File: src/rtl/seg_pkg.sv
// -----------------------------------------------------------------------------
// seg_pkg
// Shared constants for the seven-segment scan driver: digit count, the
// active-low hex glyph table and the all-segments-off pattern.
// Segment bit order is {DP,G,F,E,D,C,B,A}, active low. DP is off (1) in
// every glyph.
// -----------------------------------------------------------------------------
package seg_pkg;

    localparam int NUM_DIGITS = 8;

    localparam logic [7:0] SEG_BLANK = 8'hFF;

    // Entry 15 is the leftmost byte, entry 0 the rightmost.
    localparam logic [15:0][7:0] GLYPH_TABLE = {
        8'h8E, 8'h86, 8'hA1, 8'hC6,   // F E d C
        8'h83, 8'h88, 8'h90, 8'h80,   // b A 9 8
        8'hF8, 8'h82, 8'h92, 8'h99,   // 7 6 5 4
        8'hB0, 8'hA4, 8'hF9, 8'hC0    // 3 2 1 0
    };

    function automatic logic [7:0] glyph_of(input logic [3:0] nibble);
        return GLYPH_TABLE[nibble];
    endfunction

endpackage

File: src/rtl/seg_hex_decoder.sv
// -----------------------------------------------------------------------------
// seg_hex_decoder
// Purely combinational hex-to-seven-segment lookup.
// Ports:
//   nibble : in,  4 bits - hex digit to show
//   glyph  : out, 8 bits - active-low segments {DP,G,F,E,D,C,B,A}
// -----------------------------------------------------------------------------
module seg_hex_decoder
    import seg_pkg::*;
(
    input  logic [3:0] nibble,
    output logic [7:0] glyph
);

    assign glyph = glyph_of(nibble);

endmodule

File: src/rtl/seg_scan_driver.sv
// -----------------------------------------------------------------------------
// seg_scan_driver
// Time-multiplexed driver for an 8-digit common-anode seven-segment display.
// A divide counter holds each digit lit for SCAN_DIV clocks; a new value is
// only ever latched into the display register at the start of a frame so a
// frame never shows a mix of two values.
//
// Parameters:
//   SCAN_DIV     : clk_i cycles each digit stays lit (>= 2)
// Ports:
//   clk_i        : in,  1 bit  - clock, rising edge
//   rst_i        : in,  1 bit  - asynchronous active-high reset
//   data_i       : in,  32 bits - value to display
//   data_vld_i   : in,  1 bit  - one-cycle strobe offering data_i
//   led_en_o     : out, 8 bits - active-low digit enables, bit k = digit k
//   led_seg_o    : out, 8 bits - active-low segments {DP,G,F,E,D,C,B,A}
//   frame_done_o : out, 1 bit  - one-cycle pulse when the scan wraps to digit 0
//
// Build option:
//   SEG_BLANK_LZ_EN - when defined, leading-zero digits (k>0 with nibbles k..7
//                     all zero) are blanked; digit 0 is always shown.
// -----------------------------------------------------------------------------
module seg_scan_driver
    import seg_pkg::*;
#(
    parameter int SCAN_DIV = 20000
) (
    input  logic        clk_i,
    input  logic        rst_i,
    input  logic [31:0] data_i,
    input  logic        data_vld_i,
    output logic [7:0]  led_en_o,
    output logic [7:0]  led_seg_o,
    output logic        frame_done_o
);

    localparam int CNT_W = (SCAN_DIV > 1) ? $clog2(SCAN_DIV) : 1;
    localparam int IDX_W = $clog2(NUM_DIGITS);

    logic [CNT_W-1:0] div_cnt;
    logic [IDX_W-1:0] digit_idx;
    logic [IDX_W-1:0] next_idx;
    logic [31:0]      shadow;
    logic [31:0]      hold;
    logic [31:0]      next_hold;
    logic             pending;
    logic             tick;
    logic             wrap;
    logic [3:0]       cur_nibble;
    logic [7:0]       raw_glyph;
    logic [7:0]       disp_glyph;

    assign tick     = (div_cnt == CNT_W'(SCAN_DIV - 1));
    assign next_idx = digit_idx + IDX_W'(1);
    assign wrap     = tick && (digit_idx == IDX_W'(NUM_DIGITS - 1));

    // The value digit 0 must show on a wrap tick is the one being loaded in
    // that same cycle, so decode from the look-ahead register value.
    // A strobe landing exactly on the wrap tick beats the older shadow copy.
    always_comb begin
        next_hold = hold;
        if (wrap) begin
            if (data_vld_i) begin
                next_hold = data_i;
            end else if (pending) begin
                next_hold = shadow;
            end
        end
    end

    assign cur_nibble = next_hold[{next_idx, 2'b00} +: 4];

    seg_hex_decoder u_decoder (
        .nibble (cur_nibble),
        .glyph  (raw_glyph)
    );

`ifdef SEG_BLANK_LZ_EN
    // Digit k is a leading zero when every nibble from k upward is zero.
    logic lead_zero;
    assign lead_zero  = (next_idx != '0) && ((next_hold >> {next_idx, 2'b00}) == 32'd0);
    assign disp_glyph = lead_zero ? SEG_BLANK : {1'b1, raw_glyph[6:0]};
`else
    assign disp_glyph = {1'b1, raw_glyph[6:0]};
`endif

    // Digit dwell counter; tick is its terminal count.
    always_ff @(posedge clk_i or posedge rst_i) begin
        if (rst_i) begin
            div_cnt <= '0;
        end else if (tick) begin
            div_cnt <= '0;
        end else begin
            div_cnt <= div_cnt + CNT_W'(1);
        end
    end

    // Index resets to the last digit so the very first tick is a wrap.
    always_ff @(posedge clk_i or posedge rst_i) begin
        if (rst_i) begin
            digit_idx <= IDX_W'(NUM_DIGITS - 1);
        end else if (tick) begin
            digit_idx <= next_idx;
        end
    end

    // Strobes outside the wrap tick park in the shadow; the last one wins.
    always_ff @(posedge clk_i or posedge rst_i) begin
        if (rst_i) begin
            shadow  <= '0;
            hold    <= '0;
            pending <= 1'b0;
        end else begin
            hold <= next_hold;
            if (wrap) begin
                pending <= 1'b0;
            end else if (data_vld_i) begin
                shadow  <= data_i;
                pending <= 1'b1;
            end
        end
    end

    always_ff @(posedge clk_i or posedge rst_i) begin
        if (rst_i) begin
            led_en_o     <= '1;
            led_seg_o    <= SEG_BLANK;
            frame_done_o <= 1'b0;
        end else begin
            frame_done_o <= wrap;
            if (tick) begin
                led_en_o  <= ~(8'h01 << next_idx);
                led_seg_o <= disp_glyph;
            end
        end
    end

endmodule

File: config.mk
export PLATFORM = sky130hd
export DESIGN_NAME = seg_scan_driver
export DESIGN_NICKNAME = d
export VERILOG_FILES = /design/src/rtl/seg_pkg.sv /design/src/rtl/seg_hex_decoder.sv /design/src/rtl/seg_scan_driver.sv
export SDC_FILE = /design/constraint.sdc
export NUM_CORES = 1
export LEC_CHECK = 0
export ABC_AREA = 1
export CAP_MARGIN = 20
export CORE_ASPECT_RATIO = 0.8
export CORE_MARGIN = 1.5
export CORE_UTILIZATION = 37
export CTS_BUF_LIST = sky130_fd_sc_hd__clkbuf_8 sky130_fd_sc_hd__clkbuf_16
export DETAILED_ROUTE_END_ITERATION = 8
export GPL_TIMING_DRIVEN = 1
export PLACE_DENSITY_LB_ADDON = 0.1
export RECOVER_POWER = 50
export SLEW_MARGIN = 30
export SYNTH_ARGS = -nofsm -noshare
export SYNTH_HDL_FRONTEND = slang
export SYNTH_SLANG_ARGS = --single-unit
export TNS_END_PERCENT = 5
File: constraint.sdc
create_clock -name clk_i -period 10.07 [get_ports clk_i]
set_input_delay 2.014 -clock clk_i [delete_from_list [all_inputs] [get_ports clk_i]]
set_output_delay 2.014 -clock clk_i [all_outputs]
set_load 0.1 [all_outputs]
==> results of run 1 <==
[worst paths after layout]
path	from	end	slack (ns)	cells past startpoint
worst min-delay path	led_seg_o[6]	led_seg_o[6]	0.47	2
worst min register to register	led_seg_o[6]	led_seg_o[6]	0.47	2
worst max register to register	digit_idx[0]	led_seg_o[0]	4.22	15
max in group clk_i	digit_idx[0]	led_seg_o[0]	4.22	15
worst max-delay path	rst_i	div_cnt[11]	3.71	3
min in group asynchronous	rst_i	hold[18]	2.62	2
[tightest hold or removal path, cell delays in order (launching register included)]
cell and delay, ns:
dfstp_2 0.37, nand2_1 0.05, nand2_1 0.05
[flip-flops by register name, summed over array words and instances (netlist names)]
register	flops
digit_idx	3
div_cnt	15
frame_done_o	1
hold	32
led_en_o	8
led_seg_o	7
pending	1
shadow	32
[cell usage in the layout, fill, tap and decap left out, drive strengths merged]
cell type | synthesis | layout
nand2 | 285 | 285
nand3 | 102 | 102
dfrtp | 81 | 81
inv | 53 | 53
clkdlybuf4s50 | 0 | 49
nor2 | 41 | 41
o21ai | 33 | 33
dfstp | 18 | 18
ha | 13 | 13
mux2 | 12 | 12
clkbuf | 6 | 12
a21oi | 11 | 11
o211ai | 7 | 7
a31oi | 3 | 3
clkinv | 3 | 3
clkinvlp | 0 | 3
nand4 | 3 | 3
xor2 | 2 | 2
nor3 | 2 | 2
nor4 | 2 | 2
bufinv | 0 | 2
buf | 22 | 2
o221a | 1 | 1
o211a | 1 | 1
o21bai | 1 | 1
nand3b | 1 | 1
conb | 1 | 1
dlygate4sd3 | 0 | 1
[synthesized netlist by cell type (6+ instances only)]
master / count / area [µm²]
dfstp_2: 18 / 473
nand3_1: 98 / 490
mux2_2: 12 / 135
o21ai_0: 32 / 160
o211ai_1: 7 / 52.6
buf_2: 10 / 50.1
clkbuf_1: 6 / 22.5
buf_4: 7 / 52.6
nand2_1: 281 / 1050
nor2_1: 36 / 135
a21oi_1: 11 / 55.1
inv_1: 50 / 188
ha_1: 13 / 163
dfrtp_1: 81 / 2030
[metal layers]
layer  GRT usage (%)  vias up  share of wire [%]  routed length [µm]
met5               0        -                  0                   0
li1                -     2324                  -                   -
met1            27.0     2124                 51                6930
met4            4.56        0               0.83                 113
met3            4.97        8                5.0                 682
met2            28.1      108                 43                5820
[per-stage QoR]
step / utilization, % / hold WS [ns] / cells / power [mW] / cell area, µm²
finish: 44.0 / 0.468 / 929 / 0.860 / 6290
global route: 44.0 / 0.487 / 929 / 0.900 / 6290
CTS: 44.3 / 0.473 / 929 / 0.873 / 6340
detailed placement: 42.0 / 0.457 / 913 / 0.485 / 6010
global placement: 42.0 / 0.449 / 913 / 0.484 / 6000
floorplan: - / 0.433 / 704 / 0.460 / 5410
[power breakdown]
part	internal [mW]	switching (mW)	leakage, nW	total [mW]
clock	0.230	0.153	0.163	0.383
combinational	0.0267	0.0337	1.61	0.0604
sequential	0.410	0.00676	1.07	0.417
total	0.667	0.193	2.84	0.860
[area by class of cell]
| cell class | instances | share of cell area, % |
|---|---|---|
| clock buffer | 11 | 4.02 |
| clock inverter | 5 | 1.21 |
| inverter | 56 | 3.38 |
| multi-input combinational | 521 | 39.7 |
| sequential | 99 | 39.8 |
| tap | 184 | 3.66 |
| timing repair buffer | 53 | 8.26 |
[logic make-up after synthesis]
logic type      share of synthesized area, %
xor+xnor                               0.324
flops                                   46.2
compound gates                          5.99
simple gates                            34.7
other cells                           0.0693
fa+ha+maj                               3.01
buf+inv                                 7.19
mux                                     2.50
==> impl_results.md, run 1 <==
* Status: finished with violations
* Failing checks: max-capacitance violations, max-slew violations
* Clk root buf: clkbuf_16
* Post-layout min period at 6.36 ns
* Crit path max-delay family: buffers and inverters
* CTS tree: done
* DIE AREA at 15400 µm²
* CTS Sinks at 99
* Initial Util at 37.8%
* CTS Buf Count at 9
* Synth cell types at 37
* Critical Path RT at 9.81 ns
* Die height at 111 µm
* Vias at 4564
* HPWL Detailed at 8.91 mm
* Worst Hold Class: flip-flop to flip-flop
* Max-slew headroom at -115%
* Core ar. at 14300 µm²
* H-tree levels at 3
* Sequential fraction of the synthesis area at 46.2%
* Worst Tran Pin Value at 3.23 ns
* PwrDens at 137 nW/µm²
* 1st-iter DRT viols at 375
* Final slew viol count at 157
* Post-synthesis instance total at 704
* Yosys reg bits at 99
* Gpl congestion at 0.794
* Asr flop ratio synth at 100%
* Yosys warning total at 0
* Sum of negative setup slack at 0 ns
* Drt drc at 0
* Ports at 52
* Final WL at 13.5 mm
* GRT overflow at 0
* Slowest stage delay, CP at 2.35 ns
* Worst vdd ir at 0.0848 mV
* Element type at the critical path end: asynchronous set/reset pin
* DR pass1 iterations at 5
* Max-cap viol count at 4
* CP arrival at 6.10 ns
* Clock Path Buffers at 2
* Reg clk slew, reported paths at 0.06 ns
* Nets at 788
* Synthesized area at 5410 µm²
* Area grow syn2layout at 16.2%
* Ant diodes at 0
* Tcrit/Tclk final at 63.2%
* Postcts setup bufs at 0
* Number of global-route vias before repair at 4415
* # hold bufs at CTS at 0
* Chip width at 138 µm
* Setup Viol. Count Final at 0
* Setup Skew at 0.00780 ns
* Startpoint Class: input pin
* Critical-path top delay cell: clkbuf_1
* Routed len/inst at 14.6 µm
* Leak at 2.84 nW
* Clk_lat worst skew at 0.36 ns
* Drt via density at 4.91
* Initial antenna violation count at 0
* Ys flop type: dfrtp_1
* Global-route wire length before repair at 22.9 mm
* Worst slack at placement at 4.91 ns
* Final setup margin at 3.71 ns
* Crit-path max FO at 58
* Pin count of the biggest net entering global routing at 59
* Antenna Violating Nets Remaining at 0
* Hold Vio Cnt, Final at 0
* IO Port Bufs at 50
* FF/Latch Area at 2500 µm²
* Fillers at 1485
* RSZ-0062 raised after global routing: false
* Post-synth EDFFs at 0
* # resized after CTS at 0
* Layout cell share with drive strength beyond 1 at 8.46%
* Syn nets at 752
* Multi-input logic area at 2490 µm²
* Bufs and invs on worst path at 3
* Worst-path cell chain: dlygate4sd3_1, clkinvlp_2, clkbuf_1
* FMAX at 0.157 GHz
* Cell Rows at 39
* Crit Path Class: input pin to asynchronous set/reset pin
* Gr usage total at 18.8%
* Syn Area/Cell at 7.69 µm²
Note: power is estimated with default switching activity, not from simulation.
==> run 2: changes to the inputs <==
clock period = 6.5 ns   (was 10.07 ns; I/O delays follow)
==> impl_results.md, run 2 (synthesized netlist as in run 1, its figures left out) <==
* Status: finished with violations
* Failing checks: max-capacitance violations, max-slew violations
* Pin count of the biggest net entering global routing at 61 (+3.4%)
* Placed Instances at 913 (unchanged)
* Clk_lat worst skew at 0.35 ns (about the same)
* Most frequent CP cell: nand2_1
* Worst vdd ir at 0.151 mV (+78%)
* Most common cell after layout, fill and taps aside: nand2_1
* Critical-path top delay cell: dfstp_1
* Hold Path Sink: div_cnt[0]
* Vias at 4589 (+0.55%)
* Most frequent cells in the layout: nand2_1, nand3_1, dfrtp_1
* Hold Vio Cnt, Final at 0 (unchanged)
* Worst slack at placement at 2.04 ns (-2.88 ns)
* Bufs and invs on worst path at 3 (unchanged)
* CP Depth at 14 (+11)
* Gr usage total at 18.7% (-0.044 points)
* Routed len/inst at 14.4 µm (-1.2%)
* CTS Sinks at 99 (unchanged)
* CTS tree: done
* 1st-iter DRT viols at 358 (-4.5%)
* Global-route wire length before repair at 22.8 mm (-0.24%)
* Final WL at 13.4 mm (-1.2%)
* Die height at 111 µm (unchanged)
* HPWL Detailed at 8.93 mm (+0.17%)
* Worst-path cell chain: clkinv_1, ha_1, clkinv_1, nand3_1, nand3_1, nand2_1, inv_1, ha_1, nand3_1, nand2_1, nand2_1, nand2_1, nand2_1, nand2_1
* Final std cells w/o fill at 929 (unchanged)
* Slowest stage delay, CP at 1.05 ns (-1.30 ns)
* Reg clk slew, reported paths at 0.07 ns (about the same)
* Clk root buf: clkbuf_16
* Final slew viol count at 75 (-52%)
* Gpl congestion at 0.816 (+2.7%)
* Largest registers: hold: 32 flops, shadow: 32 flops, div_cnt: 15 flops
* Element type at the critical path end: flip-flop
* CP arrival at 4.98 ns (-1.12 ns)
* Initial antenna violation count at 0 (unchanged)
* Drt drc at 0 (unchanged)
* Sum of negative setup slack at 0 ns (unchanged)
* Cell Rows at 39 (unchanged)
* DIE AREA at 15400 µm² (unchanged)
* Number of global-route vias before repair at 4393 (-0.50%)
* Final Cell Area at 6290 µm² (about the same)
* Startpoint Class: flip-flop
* Flop-to-flop setup slack at 1.81 ns (-2.41 ns)
* Final Power at 1.31 mW (+53%)
* Post-layout min period at 4.69 ns
* Final hold slack at 0.460 ns (-0.00793 ns)
* GRT overflow at 0 (unchanged)
* CTS Buf Count at 9 (unchanged)
* IO Port Bufs at 50 (unchanged)
* Leak at 2.86 nW (+0.53%)
* # resized after CTS at 0 (unchanged)
* Ports at 52 (unchanged)
* Clock Path Buffers at 2 (unchanged)
* Initial Util at 37.8% (unchanged)
* Tcrit/Tclk final at 72.1%
* Layout cell share with drive strength beyond 1 at 8.19% (-0.27 points)
* # hold bufs at CTS at 0 (unchanged)
* Postcts setup bufs at 0 (unchanged)
* Area grow syn2layout at 16.2% (about the same)
* Setup Viol. Count Final at 0 (unchanged)
* Max-cap viol count at 2 (-2)
* Chip width at 138 µm (unchanged)
* Crit-path max FO at 19 (-67%)
* Core ar. at 14300 µm² (unchanged)
* Crit Path Class: flip-flop to flip-flop
* Hold Crit Start: div_cnt[0]
* Fin util at 44.0% (about the same)
* Drt via density at 4.94 (+0.55%)
* PwrDens at 209 nW/µm² (+53%)
* FMAX at 0.213 GHz
* Worst Hold Depth at 1 (-1)
* Placed inst area at 6010 µm² (unchanged)
* DR pass1 iterations at 6 (+1)
* Setup Skew at 0.00971 ns (+0.00191 ns)
* Worst Hold Class: flip-flop to flip-flop
* Worst Tran Pin Value at 2.77 ns (-0.455 ns)
* Antenna Violating Nets Remaining at 0 (unchanged)
* Crit path max-delay family: buffers and inverters
* H-tree levels at 3 (unchanged)
* Final setup margin at 1.81 ns (-1.89 ns)
* Reg-to-Reg End: led_seg_o[5]
* Max-slew headroom at -85.9% (+29 points)
* Nets at 788 (unchanged)
* Ant diodes at 0 (unchanged)
* RR Startpoint: digit_idx[0]
* RSZ-0062 raised after global routing: false
* Critical Path RT at 6.79 ns (-3.02 ns)
* R2R cell count at 14 (-1)
## run 2: changes by cell type in the layout (fill, tap and decap cells not counted), sizes merged
cell / change
clkinvlp: -2
clkbuf: -2
inv: +3
buf: +1
## run 2: worst max-delay path by stage
stage,startpoint,end,slack (ns)
final,digit_idx[0],led_seg_o[5],1.81
after global routing,digit_idx[0],led_seg_o[5],1.48
after CTS,digit_idx[0],led_seg_o[5],2.19
after detailed placement,data_vld_i,led_seg_o[5],2.04
after global placement,data_vld_i,led_seg_o[0],2.14
after floorplan,rst_i,div_cnt[0],2.64
## run 2: metal layers
| layer | up-vias | track usage (%) | wire length, µm |
|---|---|---|---|
| met5 | - | 0 | 0 |
| met4 | 0 | 3.93 | 98 |
| met3 | 7 | 4.67 | 606 |
| met2 | 106 | 27.9 | 5780 |
| met1 | 2147 | 27.5 | 6890 |
| li1 | 2329 | - | - |
## run 2: final cells by class
cell class	instances	area [µm²]
clock inverter	6	75.1
fill	1430	8010
inverter	56	216
tap	184	230
multi-input combinational	521	2500
timing repair buffer	53	523
sequential	99	2500
clock buffer	10	239
## run 2: power breakdown
group / switching [mW] / total, mW / leakage [nW] / internal (mW)
Sequential: 0.0103 / 0.645 / 1.07 / 0.635
Clock: 0.231 / 0.574 / 0.168 / 0.343
Combinational: 0.0520 / 0.0936 / 1.62 / 0.0416
